<file path="config.mk">
export PLATFORM = sky130hd
export DESIGN_NAME = apb_mem_slave
export DESIGN_NICKNAME = d
export VERILOG_FILES = /design/src/rtl/apb_mem_slave.sv
export SDC_FILE = /design/constraint.sdc
export NUM_CORES = 2
export LEC_CHECK = 0
export CORE_UTILIZATION = 49
export CTS_CLUSTER_DIAMETER = 100
export CTS_CLUSTER_SIZE = 30
export DETAILED_ROUTE_END_ITERATION = 6
export HOLD_SLACK_MARGIN = 0.05
export SETUP_SLACK_MARGIN = 0.3
export SYNTH_ARGS = -nofsm -noshare
export SYNTH_HDL_FRONTEND = slang
export SYNTH_SLANG_ARGS = --single-unit
export TNS_END_PERCENT = 5
</file>
<file path="constraint.sdc">
create_clock -name clk_i -period 144.7 [get_ports clk_i]
set_input_delay 36.175 -clock clk_i [delete_from_list [all_inputs] [get_ports clk_i]]
set_output_delay 36.175 -clock clk_i [all_outputs]
set_load 0.1 [all_outputs]
</file>
<file path="src/rtl/apb_mem_slave.sv">
// apb_mem_slave: APB-style memory slave with programmable wait states.
// Define APB_MEM_ERR_EN to add the error_o address-error output.
module apb_mem_slave #(
  parameter int WIDTH       = 32,
  parameter int ADDR_WIDTH  = 8,
  parameter int DEPTH       = 64,
  parameter int WAIT_CYCLES = 2
) (
  input  logic                  clk_i,
  input  logic                  rst_i,
  input  logic [ADDR_WIDTH-1:0] addr_i,
  input  logic [WIDTH-1:0]      wdata_i,
  input  logic                  wr_rd_i,
  input  logic                  valid_i,
  output logic [WIDTH-1:0]      rdata_o,
  output logic                  ready_o
`ifdef APB_MEM_ERR_EN
  ,
  output logic                  error_o
`endif
);
  localparam int IW = DEPTH > 1 ? $clog2(DEPTH) : 1;
  localparam logic [ADDR_WIDTH:0] DEPTH_W = (ADDR_WIDTH+1)'(DEPTH);
  typedef enum logic [1:0] {S_IDLE, S_WAIT, S_ACCESS} state_t;
  state_t                state;
  logic [3:0]            cnt;
  logic [ADDR_WIDTH-1:0] addr_q;
  logic [WIDTH-1:0]      wdata_q;
  logic                  wr_q;
  logic [WIDTH-1:0]      mem [DEPTH];
  logic [ADDR_WIDTH-1:0] sel_addr;
  logic                  sel_wr;
  logic                  sel_oob;
  logic                  go_access;
  logic [WIDTH-1:0]      sel_rdata;
  // In IDLE with WAIT_CYCLES=0 the access is set up straight from the inputs
  always_comb begin
    sel_addr  = state == S_IDLE ? addr_i : addr_q;
    sel_wr    = state == S_IDLE ? wr_rd_i : wr_q;
    sel_oob   = {1'b0, sel_addr} >= DEPTH_W;
    sel_rdata = sel_oob ? '0 : mem[sel_addr[IW-1:0]];
    go_access = (state == S_IDLE && valid_i && WAIT_CYCLES == 0) || (state == S_WAIT && cnt == 4'd0);
  end
  always_ff @(posedge clk_i or posedge rst_i) begin
    if (rst_i) begin
      state   <= S_IDLE;
      cnt     <= '0;
      addr_q  <= '0;
      wdata_q <= '0;
      wr_q    <= 1'b0;
      ready_o <= 1'b0;
      rdata_o <= '0;
      for (int i = 0; i < DEPTH; i++) mem[i] <= '0;
    end else begin
      ready_o <= go_access;
      if (go_access && !sel_wr) rdata_o <= sel_rdata;
      case (state)
        S_IDLE: if (valid_i) begin
          addr_q  <= addr_i;
          wdata_q <= wdata_i;
          wr_q    <= wr_rd_i;
          cnt     <= WAIT_CYCLES == 0 ? 4'd0 : 4'(WAIT_CYCLES - 1);
          state   <= WAIT_CYCLES == 0 ? S_ACCESS : S_WAIT;
        end
        S_WAIT: begin
          cnt   <= cnt == 4'd0 ? 4'd0 : cnt - 4'd1;
          state <= cnt == 4'd0 ? S_ACCESS : S_WAIT;
        end
        S_ACCESS: begin
          state <= S_IDLE;
          if (wr_q && !sel_oob) mem[addr_q[IW-1:0]] <= wdata_q;
        end
        default: state <= S_IDLE;
      endcase
    end
  end
`ifdef APB_MEM_ERR_EN
  always_ff @(posedge clk_i or posedge rst_i) begin
    if (rst_i) error_o <= 1'b0;
    else error_o <= go_access && sel_oob;
  end
`endif
endmodule

</file>
# Word-level counts from Yosys, hierarchy flattened
# Index checks and enable logic that the tools add are counted.
# totals
reg_bits	2128
input_bits	44
output_inout_bits	33
wordCells	108
# classes
addsub	1
magnitude_cmp	4
n_eq_ne	3
n_mux	15
n_bitwise	2
n_reduce_logical	12
# ops
cell	n
$bwmux W2048	1
$bmux W32 S6	1
$demux W32 S6	1
$mux W32	4
$ge A7 B7 Y1 const B	2
$not A6 Y7	2
$ge A8 B7 Y1 const B	1
$mux W4	2
$mux W8	1
$pmux W4 S2	1
$lt A7 B1 Y1 const B	1
$reduce_and A2 Y1	3
$logic_and A1 B1 Y1	4
$logic_not A4 Y1	1
$mux W2	2
$pmux W2 S2	1
$sub A4 B1 Y4 const B	1
$eq A2 B1 Y1 const B	1
$eq A2 B2 Y1 const B	1
$logic_not A1 Y1	2
$logic_not A2 Y1	1
$ne A2 B2 Y1 const B	1
$reduce_bool A2 Y1	1
$mux W1	1

# Longest topological paths before layout
# logic_depth
depth_word	7
mapped_depth	14
depth_no_buf	9

# Worst setup path after synthesis
# No wires, ideal clock.
# synth_timing
path_type	input-to-reg
start	in addr_i[0]
end	reg rdata_o[0]
setup_ps	129
t_arrival_ps	38408
required_time_ps	144571
slack_ps	106164
cell_stages	9
path_buffers	3
path_cell_list	buf_2 -> or3b_4 -> nand2_2 -> buf_6 -> buf_2 -> mux4_2 -> a22oi_1 -> a41oi_1 -> a2111o_1
# synth_between
elab_chain_len	6
word_cells_on_any_way	7
classes_between	1 x order compare; 5 x mux; 1 x bitwise
# synth_lines
element	line	rtl
from (decl)	11	input logic [ADDR_WIDTH-1:0] addr_i,
$mux W8 *	38	sel_addr = state == S_IDLE ? addr_i : addr_q;
$not A6 Y7 (not written as such)	41	sel_rdata = sel_oob ? '0 : mem[sel_addr[IW-1:0]];
$bmux W32 S6	41	
$mux W32 (not written as such) (2 in a row)	41	
$mux W32 *	41	
to (signal assigned)	56	if (go_access && !sel_wr) rdata_o <= sel_rdata;
to (decl)	15	output logic [WIDTH-1:0] rdata_o,
# Mark *: on every way between the ends. The rest lies on a longest branch, timed or not. The select of a mux whose other input is x is not followed.
# A chain may end at the register's enable or synchronous reset.

# Final worst setup path
# layout_timing
start	in addr_i[0]
end	reg rdata_o[9]
# The elaborated chain is that of the path after synthesis.

==> impl_metrics.env <==
export IMPL_hold_viol_final=0
export IMPL_finalClockSkew_ns=0.0456
export IMPL_clk_path_buf_depth=3
export IMPL_area_delta_synth_final_pct=5.05
export IMPL_path_clk_slew_ns=0.11
export IMPL_start_util_pct=49.4
export IMPL_synthesis_nets=7367
export IMPL_drc=0
export IMPL_criticalPathCategory="in2reg"
export IMPL_gp_congestion=0.799
export IMPL_nNetsFinal=6967
export IMPL_ios=77
export IMPL_first_global_vias=62810
export IMPL_worst_slew_pin_slew_ns=1.31
export IMPL_synth_flop_cell="dfrtp_1"
export IMPL_dieWidth_um=451
export IMPL_fp_coreArea_um2=200000
export IMPL_final_common_cell="mux2_2"
export IMPL_via_count=61624
export IMPL_async_flop_share_pct=100
export IMPL_timing_hold_ws_ns=0.511
export IMPL_syn_area_per_cell_um2=13.5
export IMPL_dpl_cell_area_um2=102000
export IMPL_reg2reg_slack_ns=138.11
export IMPL_grtUsageTotal_pct=29.6
export IMPL_grt_pass1_wl_mm=445
export IMPL_drt_iter0_drc=5906
export IMPL_synth_area_leaders="dfrtp_1 54%, mux2_2 25%, mux4_2 5.9%, nand2_1 2.6%, mux2i_1 1.9%"
export IMPL_ys_seq_area_share_pct=53.8
export IMPL_hpwl_mm=160
export IMPL_grt_max_degree=179
export IMPL_yosys_warnings=0
export IMPL_power_density_nw_per_um2=15.0
export IMPL_cts_root_buf="clkbuf_16"
export IMPL_netlist_instances=7322
export IMPL_cts_tree="done"
export IMPL_port_buffers=76
export IMPL_drt_wirelength_per_cell_um=31.3
export IMPL_vias_per_cell=6.41
export IMPL_numCtsBuffers=82
export IMPL_die_area_um2=204000
export IMPL_yosys_area_top_type_share_pct=53.8
export IMPL_grt_antenna_before_repair=9
export IMPL_status="complete, no violations"
export IMPL_met3WireLength_mm=17.1
export IMPL_clock_sinks=2128
export IMPL_die_h_um=451
export IMPL_setup_viol_count_final=0
export IMPL_wl_met1_mm=133
export IMPL_synth_area_leader_cell="dfrtp_1"
export IMPL_cp_arrival_ns=42.32
export IMPL_cp_max_fo=59
export IMPL_cp_start_kind="input pin"
export IMPL_max_freq_ghz=0.0240
export IMPL_cts_setup_buffers=0
export IMPL_grt_overflow=0
export IMPL_cts_htree_levels=3
export IMPL_multi_input_area_um2=42800
export IMPL_ys_types=71
export IMPL_syn_area_um2=99000
export IMPL_drtAntennaViolNets=0
export IMPL_maxCapViolCount=0
export IMPL_final_cell_area_um2=104000
export IMPL_rsz0062_at_grt="false"
export IMPL_dr_pass1_iters=5
export IMPL_leakagePower_nw=49.0
export IMPL_routed_top_layer="met5"
export IMPL_drive_above_1_share_pct=40.9
export IMPL_irDropWorstVdd_mv=0.0311
export IMPL_holdBufCountCts=0
export IMPL_yosys_register_bits=2128
export IMPL_register_area_um2=53300
export IMPL_slew_viol_final=0
export IMPL_timing_final_crit_share_pct=28.8
export IMPL_endpoint_kind="register"
export IMPL_tns_ns=0
export IMPL_hp_class="reg2reg"
export IMPL_maxSlewHeadroom_pct=12.5
export IMPL_totalWireLength_mm=301
export IMPL_synth_edf_count=0
export IMPL_min_period_ns=41.65
export IMPL_dr_wl_met2_mm=141
export IMPL_num_fill_cells=17088
export IMPL_insertion_delay_ns=0.79
export IMPL_cts_resized_gates=0
export IMPL_cp_required_ns=145.36
export IMPL_rows=164
export IMPL_layout_common_cells="2175 x mux2_2, 2095 x dfrtp_1, 673 x nand2_1"
kinds of logic (layout without fill, tap and decap cells):
logic type / Yosys count / in the layout / synth area share [%]
other: 0 / 3 / 0
AOI/OAI and AO/OA: 643 / 643 / 4.71
DFF: 2128 / 2128 / 53.8
muxes: 2628 / 2628 / 32.6
and+or+nand+nor: 1190 / 1190 / 5.33
buffers and inverters: 732 / 364 / 3.52
adders and majority gates: 1 / 1 / 0.0126
sequential cells by signal (all words and copies together) (netlist names):
register,count
mem,2048
rdata_o,32
wdata_q,32
addr_q,8
cnt,4
state,2
ready_o,1
wr_q,1
worst max-delay path: stages:
cell and delay, ns:
buf_6 0.20, nor3b_4 0.22, buf_4 0.27, nor2_4 0.19, buf_4 0.59, buf_4 0.73
buf_4 0.84, buf_4 0.74, buf_4 0.80, mux4_2 0.59, mux2i_1 0.20, o22ai_1 0.11
a2111o_1 0.43
final cells by class:
| class | count | area share, % |
|---|---|---|
| flip-flops and latches | 2128 | 51.3 |
| multi-input cells | 4462 | 41.2 |
| well taps | 2656 | 3.20 |
| clock buffers | 104 | 2.10 |
| repair buffers | 243 | 2.02 |
| clock inverters | 12 | 0.160 |
| inverters | 5 | 0.0253 |
| diodes | 3 | 0.00722 |
routing by layer:
metal,vias up,track usage [%]
li1,25668,-
met1,33747,42.2
met2,1785,47.3
met3,422,3.99
met4,2,8.96
met5,-,0.0700
final timing paths:
kind / to / start / cells past startpoint
min in group asynchronous: mem[115] / rst_i / 2
max in group asynchronous: mem[1677] / rst_i / 7
setup reg to reg: rdata_o[9] / addr_q[0] / 12
hold / removal: mem[1220] / mem[1220] / 1
setup / recovery: rdata_o[9] / addr_i[0] / 13
hold reg to reg: mem[1220] / mem[1220] / 1
synthesized netlist by cell type (all sizes together) (4+ instances only):
library cell	n
a2111o	30
a211oi	29
a21oi	43
a221o	13
a221oi	42
a22oi	58
a311o	10
a31o	17
a31oi	129
a32oi	20
a41oi	23
and2	4
and3	47
buf	396
clkbuf	331
dfrtp	2128
inv	5
mux2	2176
mux2i	192
mux4	260
nand2	684
nand2b	50
nand3	240
nand4	35
nor2	92
nor3	12
nor4	5
o211ai	56
o21ai	111
o22ai	31
o32ai	9
o41a	7
power by group:
group	switching (mW)	internal [mW]
sequential	0.0714	0.618
combinational	0.412	0.155
clock	0.191	0.111
total	0.675	0.884
through the flow:
stage / std cells / utilization [%] / worst slack (ns) / power [mW]
3_3_place_gp: 9494 / 50.7 / 102.32 / 1.26
6_report: 9613 / 51.9 / 103.05 / 1.56
4_1_cts: 9610 / 51.9 / 103.09 / 1.56
3_5_place_dp: 9494 / 50.7 / 102.24 / 1.26
5_1_grt: 9610 / 51.9 / 102.78 / 1.61
2_1_floorplan: 7322 / - / 48.41 / 1.06
Note: power is estimated with default switching activity, not from simulation.
